--- config.mk ---
export PLATFORM = sky130hd
export DESIGN_NAME = spi_master
export DESIGN_NICKNAME = d
export VERILOG_FILES = /design/src/rtl/spi_master.sv
export SDC_FILE = /design/constraint.sdc
export NUM_CORES = 1
export LEC_CHECK = 0
export CAP_MARGIN = 20
export CORE_MARGIN = 3
export CORE_UTILIZATION = 50
export DETAILED_ROUTE_END_ITERATION = 7
export PLACE_DENSITY = 0.75
export SETUP_SLACK_MARGIN = 0.1
export SLEW_MARGIN = 20
export SYNTH_ARGS = -nofsm -noshare
export SYNTH_HDL_FRONTEND = slang
export SYNTH_SLANG_ARGS = --single-unit
export TNS_END_PERCENT = 5
--- constraint.sdc ---
create_clock -name clk -period 1.9 [get_ports clk]
set_input_delay 0.38 -clock clk [delete_from_list [all_inputs] [get_ports clk]]
set_output_delay 0.38 -clock clk [all_outputs]
set_load 0.05 [all_outputs]
--- src/rtl/spi_master.sv ---
// SPI mode-0 master: byte-streamed transaction of 1..15 bytes under one SS assertion, MSB first.
// Each bit costs 2*HALF_DIV clk; between bytes the master parks in LOAD (sck=0, ss=0) until tx_valid.
module spi_master #(
    parameter int HALF_DIV = 25,
    parameter int CS_GAP   = 25
) (
    input  logic       clk,
    input  logic       rst,
    input  logic       start,
    input  logic [3:0] nbytes,
    input  logic [7:0] tx_data,
    input  logic       tx_valid,
    output logic       tx_ready,
    output logic [7:0] rx_data,
    output logic       rx_valid,
    output logic       busy,
    output logic       done,
    output logic       sck,
    output logic       ss,
    output logic       mosi,
    input  logic       miso
);

    localparam int CW = 16;
    localparam logic [CW-1:0] HALF_LAST = CW'(HALF_DIV - 1);
    localparam logic [CW-1:0] GAP_LAST  = CW'(CS_GAP - 1);

    typedef enum logic [2:0] {
        S_IDLE,
        S_SETUP,
        S_LOAD,
        S_LOW,
        S_HIGH,
        S_HOLD
    } state_t;

    state_t          r_state;
    state_t          w_next;
    logic [CW-1:0]   r_cnt;
    logic [3:0]      r_bit;
    logic [3:0]      r_bytes;
    logic [7:0]      r_tx;
    logic [7:0]      r_rx;
    logic [7:0]      r_rx_data;
    logic            r_rx_valid;
    logic            r_done;
    logic            r_mosi;
    logic            w_half_end;
    logic            w_gap_end;
    logic            w_last_bit;

    assign w_half_end = (r_cnt == HALF_LAST);
    assign w_gap_end  = (r_cnt == GAP_LAST);
    assign w_last_bit = (r_bit == 4'd7);

    always_comb begin
        w_next = r_state;
        case (r_state)
            S_IDLE:  if (start && (nbytes != 4'd0)) w_next = S_SETUP;
            S_SETUP: if (w_gap_end) w_next = S_LOAD;
            S_LOAD:  if (tx_valid) w_next = S_LOW;
            S_LOW:   if (w_half_end) w_next = S_HIGH;
            S_HIGH: begin
                if (w_half_end) begin
                    if (!w_last_bit)            w_next = S_LOW;
                    else if (r_bytes > 4'd1)    w_next = S_LOAD;
                    else                        w_next = S_HOLD;
                end
            end
            S_HOLD:  if (w_gap_end) w_next = S_IDLE;
            default: w_next = S_IDLE;
        endcase
    end

    always_ff @(posedge clk or negedge rst) begin
        if (!rst) begin
            r_state    <= S_IDLE;
            r_cnt      <= '0;
            r_bit      <= '0;
            r_bytes    <= '0;
            r_tx       <= '0;
            r_rx       <= '0;
            r_rx_data  <= '0;
            r_rx_valid <= 1'b0;
            r_done     <= 1'b0;
            r_mosi     <= 1'b0;
        end else begin
            r_state    <= w_next;
            r_rx_valid <= 1'b0;
            r_done     <= 1'b0;
            // Phase counter restarts on every state change and idles at 0 while waiting.
            if ((w_next != r_state) || (r_state == S_IDLE) || (r_state == S_LOAD))
                r_cnt <= '0;
            else
                r_cnt <= r_cnt + CW'(1);

            case (r_state)
                S_IDLE: begin
                    r_bit <= '0;
                    if (w_next == S_SETUP) r_bytes <= nbytes;
                end
                S_LOAD: begin
                    if (tx_valid) begin
                        r_tx   <= tx_data;
                        r_mosi <= tx_data[7];
                    end
                end
                S_LOW: begin
                    if (w_half_end) r_rx <= {r_rx[6:0], miso};
                end
                S_HIGH: begin
                    if (w_half_end) begin
                        if (!w_last_bit) begin
                            r_bit  <= r_bit + 4'd1;
                            r_tx   <= {r_tx[6:0], 1'b0};
                            r_mosi <= r_tx[6];
                        end else begin
                            r_bit      <= '0;
                            r_rx_data  <= r_rx;
                            r_rx_valid <= 1'b1;
                            r_bytes    <= r_bytes - 4'd1;
                        end
                    end
                end
                S_HOLD: begin
                    if (w_gap_end) begin
                        r_done <= 1'b1;
                        r_mosi <= 1'b0;
                    end
                end
                default: ;
            endcase
        end
    end

    assign tx_ready = (r_state == S_LOAD);
    assign busy     = (r_state != S_IDLE);
    assign sck      = (r_state == S_HIGH);
    assign ss       = (r_state == S_IDLE);
    assign mosi     = r_mosi;
    assign rx_data  = r_rx_data;
    assign rx_valid = r_rx_valid;
    assign done     = r_done;

endmodule

Word-level counts from Yosys, hierarchy flattened
Index checks and enable logic that the tools add are counted.
{"block": "classes", "shift": 0, "div": 0, "multipliers": 0, "n_reduce_logical": 15, "add_sub_neg": 3, "n_eq_ne": 15, "magnitude_cmp": 1, "bitwise": 0, "n_mux": 31}
{"operator": "two-way mux 3 bit", "count": 8}
{"operator": "two-way mux 7 bit", "count": 3}
{"operator": "two-way mux 4 bit", "count": 5}
{"operator": "one-hot mux 3 bit (6 select lines)", "count": 1}
{"operator": "adder 16 x 1 -> 16 bit (second input constant)", "count": 1}
{"operator": "equality test 16 x 5 -> 1 bit (second input constant)", "count": 1}
{"operator": "two-way mux 16 bit", "count": 1}
{"operator": "one-hot mux 4 bit (2 select lines)", "count": 2}
{"operator": "one-hot mux 7 bit (2 select lines)", "count": 1}
{"operator": "two-way mux 1 bit", "count": 9}
{"operator": "AND reduction 4 bit", "count": 2}
{"operator": "equality test 3 x 1 -> 1 bit (second input constant)", "count": 2}
{"operator": "equality test 3 x 2 -> 1 bit (second input constant)", "count": 2}
{"operator": "equality test 3 bit (second input constant)", "count": 2}
{"operator": "inequality test 2 x 1 -> 1 bit (second input constant)", "count": 3}
{"operator": "inequality test 2 bit (second input constant)", "count": 3}
{"operator": "nonzero test 3 bit", "count": 2}
{"operator": "AND reduction 5 bit", "count": 1}
{"operator": "adder 4 x 1 -> 4 bit (second input constant)", "count": 1}
{"operator": "equality test 4 x 3 -> 1 bit (second input constant)", "count": 1}
{"operator": "greater-than comparator 4 x 1 -> 1 bit (second input constant)", "count": 1}
{"operator": "AND reduction 2 bit", "count": 2}
{"operator": "nonzero test 2 bit", "count": 2}
{"operator": "nonzero test 4 bit", "count": 1}
{"operator": "other kinds (7)", "count": 8}
{"block": "totals", "mem_bits_rw": 0, "regBits": 53, "out_inout_bits": 15, "memories": 0, "romBits": 0, "inputBits": 17, "latchBits": 0}

Longest topological paths before layout
Gate-level depths: netlist of the first run.
{"block": "depth", "depth_word": 9, "mapped_depth": 9}

Worst setup path after synthesis of the first run
OpenSTA, ideal clock, no wires.
{"block": "synth_path", "path_type": "register to register", "from": "register r_state[0]", "to": "register r_tx[1]", "t_arrival_ps": 2414, "n_path_buf": 1, "t_required_ps": 1772, "path_stages_with_launch": 6, "setup_ps": 128, "period_less_slack_ps": 2542, "setup_slack_ps": -642, "path_cell_list": "dfrtp_1 -> nor3b_1 -> nor2_1 -> a31oi_1 -> buf_2 -> o21ai_0"}
{"block": "synth_via", "elab_chain_cells": 3, "word_cells_on_any_way": 8, "cone_classes": "eq/ne: 5; mux: 1; reduce/logical: 2"}
{"element": "from (decl)", "line": "37", "text": "state_t r_state;"}
{"element": "from (signal assigned)", "line": "88", "text": "r_state <= w_next;"}
{"element": "equality test 3 x 2 -> 1 bit *"}
{"element": "via tx_ready", "line": "13", "text": "output logic tx_ready,"}
{"element": "inequality test 2 bit (no line) / nonzero test 2 bit (equally long branches)"}
{"element": "AND reduction 4 bit (no line)"}
{"element": "to (signal assigned)", "line": "104", "text": "r_tx <= tx_data;"}
{"element": "to (signal assigned)", "line": "115", "text": "r_tx <= {r_tx[6:0], 1'b0};"}
{"element": "to (decl)", "line": "42", "text": "logic [7:0] r_tx;"}
The timed path passes the listed nets; every way through them passes the cells marked *.
A chain may end at the register's enable or synchronous reset.

Worst setup path after layout of the first run
{"block": "layout_path", "from": "register r_cnt[0]", "to": "register r_cnt[2]"}
{"block": "layout_via", "elab_chain_cells": 7, "word_cells_on_any_way": 11, "cone_classes": "add/sub: 1; eq/ne: 2; mux: 6; reduce/logical: 2"}
{"element": "from (decl)", "line": "39", "text": "logic [CW-1:0] r_cnt;"}
{"element": "from (signal assigned)", "line": "95", "text": "r_cnt <= r_cnt + CW'(1);"}
{"element": "equality test 16 x 5 -> 1 bit", "line": "52, 53"}
{"element": "two-way mux 3 bit (on tied branches)"}
{"element": "one-hot mux 3 bit (6 select lines)", "line": "58", "text": "case (r_state)"}
{"element": "inequality test 3 bit", "line": "92", "text": "if ((w_next != r_state) || (r_state == S_IDLE) || (r_state == S_LOAD))"}
{"element": "logical OR 1 bit (2 in a row)", "line": "92"}
{"element": "two-way mux 16 bit *", "line": "92"}
Every way passes the cells marked *; elsewhere a longest branch is shown, timed or not.

==> results.toml, run 1 <==
[pwr]
power_density_nw_per_um2 = 824
combPwrFrac = 0.275
power_frac_seq = 0.494
power_mw = 2.84
sw_frac_of_total = 0.328
p_leak_nw = 1.71
p_sw_uw = 933
peakVddDrop_mv = 0.700
clkPwrFrac = 0.231
intPower_mw = 1.91

[global_routing]
antenna_found_initial = 0
grt_usage = 0.188
grt_pass1_wl_mm = 9.21
first_global_vias = 2067
grt_max_degree = 54
grt_overflow = 0

[clock_network]
clock_latency_ns = 0.31
cts_setup_buffers = 0
htreeDepth = 2
cts_root_buffer = "clkbuf_8"
cts_tree = "built"
clk_pin_slew_ns = 0.10
cts_buffers = 5
cts_sinks = 53
clk_path_buf_depth = 2

[layout]
fin_area_um2 = 3450
n_fill_cell = 349
n_antenna_cell = 0
finalCoreUtilization = 0.707
fin_cells = 372
drive_gt1_frac = 0.275
syn2layout_area_growth_pct = 33.0
final_nets = 326

[logic_synthesis]
yosysSeqAreaShare = 0.511
synth_area_leaders = "dfrtp_1 (51%), mux2_2 (6.9%), nor2_1 (4.1%)"
synthFlopType = "dfrtp_1"
yosysMostFrequentCell = "dfrtp_1"
synth_warnings = 0
synth-seq-cells = 53
synthCells = 244
synthArstFlopShare = 1.00
yosys.area.top_type = "dfrtp_1"
synth_common_cells = "dfrtp_1 (53), nor2_1 (28), nand2_1 (20), mux2_2 (16), nand3_1 (15)"
synth.avg_cell_area_um2 = 10.6
synth-edff-count = 0
post_synth_num_cell_types = 50
syn_area_um2 = 2590
yosysTopAreaCellShare = 0.511
synth_fp_nets = 266

[routing]
wl_mm = 5.46
ant_nets = 0
via_per_inst = 5.43
num_vias = 2020
wl_per_cell_um = 14.7
route.detailed.drc = 0
first_pass_iters = 6
drtIter0Drc = 90

[worst_setup_path]
cp_slowest_stage_delay_ns = 0.39
critPathCapture = "r_cnt[2]$_DFF_PN0_"
rr_startpoint = "r_cnt[0]$_DFF_PN0_"
reg2reg_depth = 8
crit_fanout = 6
slowest_stage = "dfrtp_1"
endpoint_kind = "flip-flop"
r2r_end = "r_cnt[2]$_DFF_PN0_"
critical_path_class = "reg -> reg"
worstSetupStartpoint = "r_cnt[0]$_DFF_PN0_"
arrival_ns = 2.04
crit_path_start_kind = "flip-flop"
crit_chain = "inv_1 -> ha_1 -> and4bb_2 -> and4_4 -> a21oi_1 -> buf_4 -> o22ai_4 -> nor2_1"
cp.required_ns = 2.10
ff2ff_setup_slack_ns = 0.06

[timing]
setup-tns-final_ns = 0
whs_ns = 0.0380
setup_viol = 0
fin_ws_ns = 0.0622
rsz0062_at_grt = "true"
max_freq_mhz = 544
skew_ns = 0.00832
hold_violations = 0
relSlewSlack = 0.655
tightestPinTransition_ns = 0.516
post-route-period-util = 0.967
layout_min_cycle_time_ns = 1.84
final_max_slew_viol_count = 0

[placed_design]
io_buffers = 31
place_inst = 363
pre_cts_ws_ns = -0.128
dpl.hpwl_mm = 3.83
placed_cell_area_um2 = 3220
place_congestion = 0.866

[floorplanning]
ios = 32
die_h_um = 78.0
num_rows = 25
initial_utilization = 0.532
die_x_um = 78.0
die_area_um2 = 6090
core_um2 = 4880

[flow_run]
max_cap_viol_count = 0

[run_status]
outcome = "completed"

[hold_path]
holdCritPathClass = "in -> async"
[logic make-up after synthesis]
group,synth area share
simple gates,0.202
flops,0.511
compound gates,0.0989
mux,0.0849
buf+inv,0.0318
xor+xnor,0.0473
fa+ha+maj,0.0241
[cells in the final DEF (no fill, tap or decap), types with 6 or more instances in the layout]
| cell type | synthesis | layout |
|---|---|---|
| dfrtp_1 | 53 | 51 |
| nor2_1 | 28 | 26 |
| buf_4 | 1 | 25 |
| nand2_1 | 20 | 18 |
| nand3_1 | 15 | 15 |
| clkdlybuf4s50_1 | 0 | 15 |
| mux2_2 | 16 | 11 |
| dlymetal6s2s_1 | 0 | 11 |
| inv_1 | 11 | 10 |
| o21ai_0 | 12 | 9 |
| xnor2_1 | 8 | 8 |
| a21oi_1 | 8 | 6 |
| xor2_1 | 6 | 6 |
[critical path: cells and delay by family, from the launching register on]
kind                       cells  cell delay [ns]
and+or+nand+nor                3             0.64
buffers and inverters          2             0.24
DFF                            1             0.39
AOI/OAI and AO/OA              2             0.34
adders and majority gates      1             0.14
[power by group through the flow]
stage          sequential (mW)  clock [mW]  combinational [mW]
2_1_floorplan             1.46           0               0.397
3_3_place_gp              1.41           0               0.712
3_5_place_dp              1.41           0               0.736
4_1_cts                   1.39       0.675               0.753
5_1_grt                   1.42       0.726               0.872
6_report                  1.40       0.658               0.782
[how the worst min path moves through the flow]
stage,from,slack (ns),endpoint
floorplan,rst,0.08,done$_DFF_PN0_
global placement,rst,0.39,r_bytes[0]$_DFFE_PN0P_
detailed placement,rst,0.39,r_bit[2]$_DFFE_PN0P_
CTS,rst,0.05,r_state[1]$_DFF_PN0_
global route,rst,0.06,rx_data[5]$_DFFE_PN0P_
finish,rst,0.04,r_bytes[0]$_DFFE_PN0P_
[state kept, by name (all words and copies together), names as in the netlist]
name and count:
r_bit 4, mosi 1, r_state 3, r_rx 8
r_bytes 4, done 1, r_cnt 16, rx_data 8
rx_valid 1, r_tx 7
[metal layers]
metal / global-route usage / vias to the layer above / share of wire
li1: - / 979 / -
met1: 0.238 / 980 / 0.45
met2: 0.323 / 53 / 0.49
met3: 0.0436 / 8 / 0.051
met4: 0.0542 / 0 / 0.015
met5: 0 / - / 0
[timing repair]
| item | 4_1_cts | 5_1_grt |
|---|---|---|
| hold buffers | 0 | 0 |
| setup endpoints to repair | 55 | 62 |
| pin swaps | 0 | 10 |
| cloned | 0 | 1 |
| gates resized for setup | 3 | 35 |
[final cells by class]
type | count | area [um^2] | share of cell area
clock buffer | 5 | 68.8 | 0.0199
clock inverter | 3 | 25.0 | 0.00725
inverter | 12 | 48.8 | 0.0141
multi-input combinational | 174 | 1300 | 0.377
sequential | 53 | 1330 | 0.385
tap | 67 | 83.8 | 0.0243
timing repair buffer | 58 | 596 | 0.173
No activity file was read; power rests on OpenSTA's default activity.
==> run 2: changes to the inputs <==
- PLACE_DENSITY: 0.75 -> 0.84
- SLEW_MARGIN: 20 -> 15
==> run 2 against run 1 <==
  * Clock-buffer cell count is the same
  * Fmax shrank 2.0%
  * Total power down 0.16%
  * Clock power up 3.5%
  * Highest routed layer unchanged
==> results.toml, run 2 (synthesis results as in run 1) <==
[timing]
tightestPinTransition_ns = 0.492
skew_ns = 0.0120
final_max_slew_viol_count = 0
whs_ns = 0.503
setup_viol = 0
layout_min_cycle_time_ns = 1.88
hold_violations = 0
relSlewSlack = 0.668
post-route-period-util = 0.987
fin_ws_ns = 0.0244
rsz0062_at_grt = "true"
max_freq_mhz = 533

[clock_network]
clock_latency_ns = 0.32
clk_pin_slew_ns = 0.10
htreeDepth = 2
cts_sinks = 53
cts_tree = "built"
cts_buffers = 5
clk_path_buf_depth = 2
cts_root_buffer = "clkbuf_8"

[layout]
fin_cells = 370
layout_common_cells = "dfrtp_1 (52), nor2_1 (25), buf_4 (20), nand2_1 (19)"
final_common_cell = "dfrtp_1"
drive_gt1_frac = 0.264
final_nets = 324
fin_area_um2 = 3400
n_antenna_cell = 0
top_register = "r_cnt"
syn2layout_area_growth_pct = 31.3
largest_reg_flops = 16

[pwr]
power_mw = 2.84
power_density_nw_per_um2 = 834
peakVddDrop_mv = 0.584
p_leak_nw = 1.55

[routing]
route.detailed.drc = 0
num_vias = 2033
ant_nets = 0
via_per_inst = 5.49
wl_mm = 5.73
first_pass_iters = 4
wl_per_cell_um = 15.5
drtIter0Drc = 147

[placed_design]
place_congestion = 0.894
place_inst = 354
placed_cell_area_um2 = 3150
dpl.hpwl_mm = 3.89
pre_cts_ws_ns = -0.0915
io_buffers = 31

[global_routing]
first_global_vias = 2071
grt_usage = 0.192
grt_overflow = 0
grt_pass1_wl_mm = 9.32
antenna_found_initial = 0
grt_max_degree = 36

[worst_setup_path]
reg2reg_depth = 5
crit_path_start_kind = "flip-flop"
endpoint_kind = "flip-flop"
crit_fanout = 9
arrival_ns = 2.09
critical_path_class = "reg -> reg"
cp.required_ns = 2.11

[floorplanning]
die_x_um = 78.0
die_h_um = 78.0
ios = 32
initial_utilization = 0.532
num_rows = 25
die_area_um2 = 6090
core_um2 = 4880

[hold_path]
whs_path_depth = 2
holdCritPathClass = "reg -> reg"

[flow_run]
max_cap_viol_count = 0

[run_status]
outcome = "completed"
==> run 2: cell types whose count changed in the layout (fill, tap and decap cells not counted), moves of 2 or more <==
cell	delta
buf_12	+2
buf_4	-5
dlygate4sd2_1	+10
dlymetal6s2s_1	-11
o21ai_0	+3
o21ai_1	-2
==> run 2: worst paths after layout <==
check	startpoint	end	slack [ns]
setup / recovery	r_cnt[14]$_DFF_PN0_	rx_data[2]$_DFFE_PN0P_	0.02
hold / removal	r_tx[1]$_DFFE_PN0P_	r_tx[1]$_DFFE_PN0P_	0.50
setup reg to reg	r_cnt[14]$_DFF_PN0_	rx_data[2]$_DFFE_PN0P_	0.02
hold reg to reg	r_tx[1]$_DFFE_PN0P_	r_tx[1]$_DFFE_PN0P_	0.50
max in group asynchronous	rst	r_cnt[10]$_DFF_PN0_	0.81
min in group asynchronous	rst	done$_DFF_PN0_	0.56
==> run 2: layout make-up <==
type	count	area (um^2)
fillers	370	1480
flip-flops and latches	53	1330
multi-input cells	175	1290
repair buffers	55	554
well taps	67	83.8
clock buffers	5	68.8
inverters	12	48.8
clock inverters	3	28.8
==> run 2: timing repair <==
item,in CTS,in global routing
gates cloned,0,2
pin swaps,3,5
resized for setup,24,8
buffers inserted,0,5
hold endpoints to repair,18,0
hold buffers,1,0
endpoints found under the setup margin,53,50
==> run 2: power breakdown <==
group	internal, mW	switching (mW)
Clock	0.276	0.404
Sequential	1.29	0.121
Combinational	0.324	0.424
Total	1.89	0.949
==> run 2: critical path, stage by stage, from the launching register on <==
cell     delay [ns]
dfrtp_1        0.42
nor3_1         0.40
nand4_2        0.29
nor2_4         0.20
buf_12         0.14
mux2_2         0.33
==> run 2: per-layer routing <==
| metal | track usage | share of wire | up-vias |
|---|---|---|---|
| met3 | 0.0539 | 0.053 | 10 |
| met2 | 0.327 | 0.51 | 58 |
| met5 | 0 | 0 | - |
| met1 | 0.228 | 0.42 | 984 |
| met4 | 0.0804 | 0.015 | 0 |
| li1 | - | - | 981 |
==> run 2: through the flow <==
stage | util | TNS (ns)
after detailed placement | 0.645 | -0.515
final | 0.698 | 0
after global routing | 0.698 | -0.663
after floorplan | - | 0
after global placement | 0.645 | -0.00903
after CTS | 0.675 | 0
